--- src/rtl/fir_meas_pkg.sv ---
// Shared types and default widths for the FIR response meter.
package fir_meas_pkg;

  localparam int DATA_W_DEF = 16;
  localparam int WIN_W_DEF  = 32;
  localparam int CNT_W_DEF  = 32;

  typedef enum logic [1:0] {
    IDLE,
    MEASURE,
    DONE
  } meas_state_t;

endpackage

--- src/rtl/fir_response_meter_zc_detect.sv ---
// Rising zero-crossing detector: remembers the previous valid sample and
// masks the first sample after a clear, which has no predecessor.
module zc_detect #(
  parameter int DATA_W = 16
) (
  input  logic                     i_clk,
  input  logic                     i_rst,
  input  logic                     i_clear,
  input  logic                     i_valid,
  input  logic signed [DATA_W-1:0] i_data,
  output logic                     o_rise,
  output logic                     o_first
);

  logic signed [DATA_W-1:0] prev_q, prev_d;
  logic                     have_prev_q, have_prev_d;

  always_comb begin
    prev_d      = prev_q;
    have_prev_d = have_prev_q;
    if (i_clear) begin
      have_prev_d = 1'b0;
    end else if (i_valid) begin
      prev_d      = i_data;
      have_prev_d = 1'b1;
    end
  end

  always_ff @(posedge i_clk) begin
    if (i_rst) begin
      prev_q      <= '0;
      have_prev_q <= 1'b0;
    end else begin
      prev_q      <= prev_d;
      have_prev_q <= have_prev_d;
    end
  end

  // Sign bits only: prev < 0 and cur >= 0. Idle cycles never update prev.
  assign o_rise  = i_valid && !i_clear && have_prev_q &&
                   prev_q[DATA_W-1] && !i_data[DATA_W-1];
  assign o_first = !have_prev_q;

endmodule

--- src/rtl/fir_response_meter.sv ---
// Windowed response meter: signed max/min, peak-to-peak and rising zero
// crossings over a programmable number of valid samples.
module fir_response_meter
  import fir_meas_pkg::*;
#(
  parameter int DATA_W = DATA_W_DEF,
  parameter int WIN_W  = WIN_W_DEF,
  parameter int CNT_W  = CNT_W_DEF
) (
  input  logic                     i_clk,
  input  logic                     i_rst,
  input  logic signed [DATA_W-1:0] i_data,
  input  logic                     i_valid,
  input  logic                     i_start,
  input  logic [WIN_W-1:0]         i_window,
  output logic                     o_busy,
  output logic                     o_done,
  output logic signed [DATA_W-1:0] o_max,
  output logic signed [DATA_W-1:0] o_min,
  output logic [DATA_W:0]          o_pk2pk,
  output logic [CNT_W-1:0]         o_zc_count
);

  meas_state_t              state_q, state_d;
  logic [WIN_W-1:0]         win_q, win_d;
  logic [WIN_W-1:0]         cnt_q, cnt_d, cnt_inc;
  logic signed [DATA_W-1:0] run_max_q, run_max_d;
  logic signed [DATA_W-1:0] run_min_q, run_min_d;
  logic [CNT_W-1:0]         zc_q, zc_d;
  logic signed [DATA_W-1:0] max_q, max_d;
  logic signed [DATA_W-1:0] min_q, min_d;
  logic [DATA_W:0]          pk_q, pk_d;
  logic [CNT_W-1:0]         zc_out_q, zc_out_d;
  logic                     clear;
  logic                     sample_en;
  logic                     rise;
  logic                     first;

  assign sample_en = (state_q == MEASURE) && i_valid;

  zc_detect #(
    .DATA_W(DATA_W)
  ) u_zc_detect (
    .i_clk  (i_clk),
    .i_rst  (i_rst),
    .i_clear(clear),
    .i_valid(sample_en),
    .i_data (i_data),
    .o_rise (rise),
    .o_first(first)
  );

  always_comb begin
    state_d   = state_q;
    win_d     = win_q;
    cnt_d     = cnt_q;
    run_max_d = run_max_q;
    run_min_d = run_min_q;
    zc_d      = zc_q;
    max_d     = max_q;
    min_d     = min_q;
    pk_d      = pk_q;
    zc_out_d  = zc_out_q;
    clear     = 1'b0;
    cnt_inc   = cnt_q + 1'b1;

    case (state_q)
      IDLE: begin
        if (i_start && (i_window != '0)) begin
          state_d = MEASURE;
          win_d   = i_window;
          cnt_d   = '0;
          zc_d    = '0;
          clear   = 1'b1;
        end
      end

      MEASURE: begin
        if (i_valid) begin
          if (first) begin
            run_max_d = i_data;
            run_min_d = i_data;
          end else begin
            if (i_data > run_max_q) run_max_d = i_data;
            if (i_data < run_min_q) run_min_d = i_data;
          end
          if (rise && (zc_q != '1)) zc_d = zc_q + 1'b1;
          cnt_d = cnt_inc;
          // Results are loaded with the last sample so they are visible during DONE.
          if (cnt_inc == win_q) begin
            state_d  = DONE;
            max_d    = run_max_d;
            min_d    = run_min_d;
            pk_d     = {run_max_d[DATA_W-1], run_max_d} - {run_min_d[DATA_W-1], run_min_d};
            zc_out_d = zc_d;
          end
        end
      end

      DONE:    state_d = IDLE;
      default: state_d = IDLE;
    endcase
  end

  always_ff @(posedge i_clk) begin
    if (i_rst) begin
      state_q   <= IDLE;
      win_q     <= '0;
      cnt_q     <= '0;
      run_max_q <= '0;
      run_min_q <= '0;
      zc_q      <= '0;
      max_q     <= '0;
      min_q     <= '0;
      pk_q      <= '0;
      zc_out_q  <= '0;
    end else begin
      state_q   <= state_d;
      win_q     <= win_d;
      cnt_q     <= cnt_d;
      run_max_q <= run_max_d;
      run_min_q <= run_min_d;
      zc_q      <= zc_d;
      max_q     <= max_d;
      min_q     <= min_d;
      pk_q      <= pk_d;
      zc_out_q  <= zc_out_d;
    end
  end

  assign o_busy     = (state_q == MEASURE);
  assign o_done     = (state_q == DONE);
  assign o_max      = max_q;
  assign o_min      = min_q;
  assign o_pk2pk    = pk_q;
  assign o_zc_count = zc_out_q;

endmodule

--- config.mk ---
export PLATFORM = sky130hd
export DESIGN_NAME = fir_response_meter
export DESIGN_NICKNAME = d
export VERILOG_FILES = /design/src/rtl/fir_meas_pkg.sv /design/src/rtl/fir_response_meter_zc_detect.sv /design/src/rtl/fir_response_meter.sv
export SDC_FILE = /design/constraint.sdc
export NUM_CORES = 1
export LEC_CHECK = 0
export ABC_AREA = 1
export CORE_ASPECT_RATIO = 0.9
export CORE_MARGIN = 2
export CORE_UTILIZATION = 24
export CTS_BUF_LIST = sky130_fd_sc_hd__clkbuf_2
export CTS_CLUSTER_DIAMETER = 120
export DETAILED_ROUTE_END_ITERATION = 10
export PLACE_DENSITY = 0.43
export SYNTH_ARGS = -nofsm -noshare
export SYNTH_HDL_FRONTEND = slang
export SYNTH_HIERARCHICAL = 1
export SYNTH_SLANG_ARGS = --single-unit
--- constraint.sdc ---
create_clock -name i_clk -period 5.1 [get_ports i_clk]
set_clock_uncertainty 0.2 [all_clocks]
set_input_delay 1.02 -clock i_clk [delete_from_list [all_inputs] [get_ports i_clk]]
set_output_delay 1.02 -clock i_clk [all_outputs]
set_load 0.02 [all_outputs]
==> flow_summary_export.csv <==
group,metric,value,unit
run_status,status,"completed",
critical_path,rrSetupSlack,0.66,ns
floorplan,die_x,241,microns
placed_design,place_congestion,0.870,
synth,async_reset_ff_share,0,%
global_routing,grt_pass1_vias,12152,
layout,fillers,5642,
critical_path,max_stage_delay,0.48,ns
synth,ys_ff_latch,213,
layout,regArea,0.00426,sq mm
floorplan,rows,78,
cts,numCtsBuffers,60,
synth,synth_area_per_cell,6.53,sq um
critical_path,arrival,5.25,ns
synth,synth_area_leaders,"dfxtp_1, nand2_1, a21oi_1",
placed_design,postPlaceCellArea,0.0148,sq mm
critical_path,cp_cell_sequence,"clkdlybuf4s50_1 -> ha_1 -> nand4_1 -> nor3_1 -> nand2_1 -> nand3_1 -> nand3_1 -> nand2_1 -> inv_1 -> o21ai_0 -> inv_1 -> ha_1 -> nand2_1 -> o21ai_0 -> a21oi_1 -> o21bai_1 -> a21oi_1 -> o21ai_0 -> nand3_1 -> nand2_1 -> xor2_1 -> nand2_1 -> a21oi_1",
critical_path,worstRegToRegCells,23,
cts,cts_max_level,2,
synth,synthCells,1860,
sta,slew_violations,0,
sta,setup_violations,0,
routing,wire_per_inst,14.9,microns
routing,drt-pass1-iter-count,7,
critical_path,startpoint_type,"input pin",
sta,worst_pin_slew,0.957,ns
layout,final_nets,2181,
floorplan,dieArea,0.0524,sq mm
global_routing,overflow,0,
critical_path,worst_path_most_repeated_cell,"nand2_1",
critical_path,critPathRequiredTime,5.81,ns
cts,insertion_delay,1.01,ns
cts,path_clk_slew,0.11,ns
power,p_sw,1.16,mW
cts,cts-resized-gates,0,
sta,period_minus_slack,4.54,ns
critical_path,r2r_start,"run_max_q[11]",
routing,totalWireLength,41.5,mm
routing,vias_per_cell,4.44,
cts,cts_root_buffer,"clkbuf_2",
global_routing,antenna_found_initial,1,
sta,slew_headroom,36.1,%
routing,ant_nets,0,
critical_path,crit_fanout,4,
synth,synth-edff-count,0,
power,cellLeakagePower,6.22,nW
floorplan,die_h,217,microns
layout,finalInstanceArea,0.0153,sq mm
power,p_int,2.37,mW
routing,num_vias,12426,
sta,fin_setup_tns,0,ns
placed_design,numPortBuffers,134,
power,swShare,32.9,%
synth,yosys_warnings,6,
layout,layout_commonest_cell,"nand2_1",
global_routing,grt_max_degree,77,
routing,first_iter_violations,686,
floorplan,core,0.0502,sq mm
sta,fin_hold_ws,0.263,ns
floorplan,start_util,24.2,%
global_routing,grt_pass1_wl,66.2,mm
layout,layout-drive-gt1-share,9.93,%
power,p_total,3.53,mW
power,power_frac_seq,48.9,%
critical_path,critPathSlowestCell,"clkdlybuf4s50_1",
power,pwr-share-clk,34.3,%
power,p_per_area,232,mW/mm^2
critical_path,r2r-end,"o_pk2pk[9]",
cts,postCtsSetupBuffers,0,
critical_path,crit_start,"i_data[11]",
sta,rsz0062_at_grt,"no",
synth,syn-num-nets,1961,
layout,syn2layout_area_growth,25.7,%
flow_run,drv_cap,0,
synth,synth_top_area_share,35.1,%
sta,fmax,0.220,GHz
critical_path,end_kind,"register",
cts,cts_hold_buf,0,
sta,hold_viol_final,0,
floorplan,io_pins,135,
synth,synthesis.area,0.0121,sq mm
synth,synthDistinctLibCells,41,
layout,multi_input_area,0.00680,sq mm
cts,clockBufferDepth,3,
sta,timing.final.crit_share,89.0,%
worst_hold_path,hold_class,"input pin to register",
power,share_comb_of_total_power,16.8,%
cts,cts_sinks,213,
synth,yosysTopAreaCell,"dfxtp_1",
cts,cts_tree,"done",
synth,synth_ff_type,"dfxtp_1",
critical_path,crit_end,"o_pk2pk[9]",
routing,drcViolationCount,0,
global_routing,grt_usage,15.9,%
power,vdd_drop_max,103,uV
placed_design,dp_hpwl,30.6,mm
layout,final_cell_mix,"nand2_1, a21oi_1, dfxtp_1",
synth,ys_seq_area_share,35.1,%
layout,final_util,30.4,%
critical_path,crit_type,"input pin to register",
[power by group through the flow]
stage,clock network (mW),registers [mW],logic [mW]
4_1_cts,1.29,1.73,0.599
3_3_place_gp,0,1.77,0.594
5_1_grt,1.37,1.73,0.671
2_1_floorplan,0,1.75,0.348
6_report,1.21,1.73,0.594
3_5_place_dp,0,1.77,0.595
[worst min-delay path by stage]
stage,to,from,slack (ns),cells past startpoint
global placement,run_max_q[1],run_max_q[1],0.25,2
floorplan,win_q[2],win_q[2],0.24,2
finish,cnt_q[6],i_rst,0.26,2
global route,cnt_q[3],i_rst,0.17,2
detailed placement,o_zc_count[0],o_zc_count[0],0.25,2
CTS,run_max_q[13],i_rst,0.11,2
[metrics by stage]
stage                     cells  setup slack [ns]
after global placement     2698            -0.262
after global routing       2796             0.182
final                      2796             0.560
after CTS                  2794             0.693
after floorplan            1860             0.380
after detailed placement   2698            -0.362
[final cells by class]
cell class	instances	area share, %
multi-input cells	1363	44.6
diodes	2	0.0328
clock inverters	12	0.312
repair buffers	230	13.6
inverters	212	5.22
clock buffers	84	2.76
well taps	680	5.58
flip-flops and latches	213	28.0
[sequential cells by signal (all words and copies together) (netlist names)]
register	flops
run_max_q	16
run_min_q	16
o_pk2pk	17
u_zc_detect/prev_q	1
o_zc_count	32
u_zc_detect/have_prev_q	1
o_min	16
state_q	2
zc_q	32
win_q	32
o_max	16
cnt_q	32
[kinds of logic after synthesis]
kind of cell | after synthesis | share of synthesized area [%]
and+or+nand+nor | 927 | 32.2
AOI/OAI and AO/OA | 325 | 13.6
buffers and inverters | 284 | 9.06
DFF | 213 | 35.1
xor gates and xnor gates | 62 | 4.82
adders and majority gates | 49 | 5.11
[cell usage after synthesis, types with 2 or more instances]
cell type	instances
a21o_1	4
a21oi_1	215
and3_1	2
buf_1	2
buf_2	6
buf_4	7
clkbuf_1	57
clkinv_1	2
dfxtp_1	213
ha_1	48
inv_1	207
inv_2	3
nand2_1	573
nand2_2	2
nand3_1	81
nand3_2	2
nand3b_1	8
nand4_1	38
nor2_1	143
nor2_2	3
nor3_1	37
nor3_2	2
nor4_1	19
o21a_1	2
o21ai_0	98
o21bai_1	3
or2_0	2
or2_2	10
xnor2_1	15
xnor3_1	2
xor2_1	44
[layer usage]
| layer | share of wire [%] | GRT usage, % |
|---|---|---|
| met1 | 51 | 22.6 |
| met2 | 42 | 24.0 |
| met3 | 4.8 | 3.20 |
| met4 | 2.2 | 5.08 |
| met5 | 0 | 0 |
[worst max-delay path, delay by kind of cell]
family / cells / cell delay, ns
adders and majority gates: 2 / 0.64
xor gates and xnor gates: 1 / 0.24
and+or+nand+nor: 10 / 1.38
buffers and inverters: 3 / 0.67
AOI/OAI and AO/OA: 7 / 1.29
(Power assumes the default switching activity.)
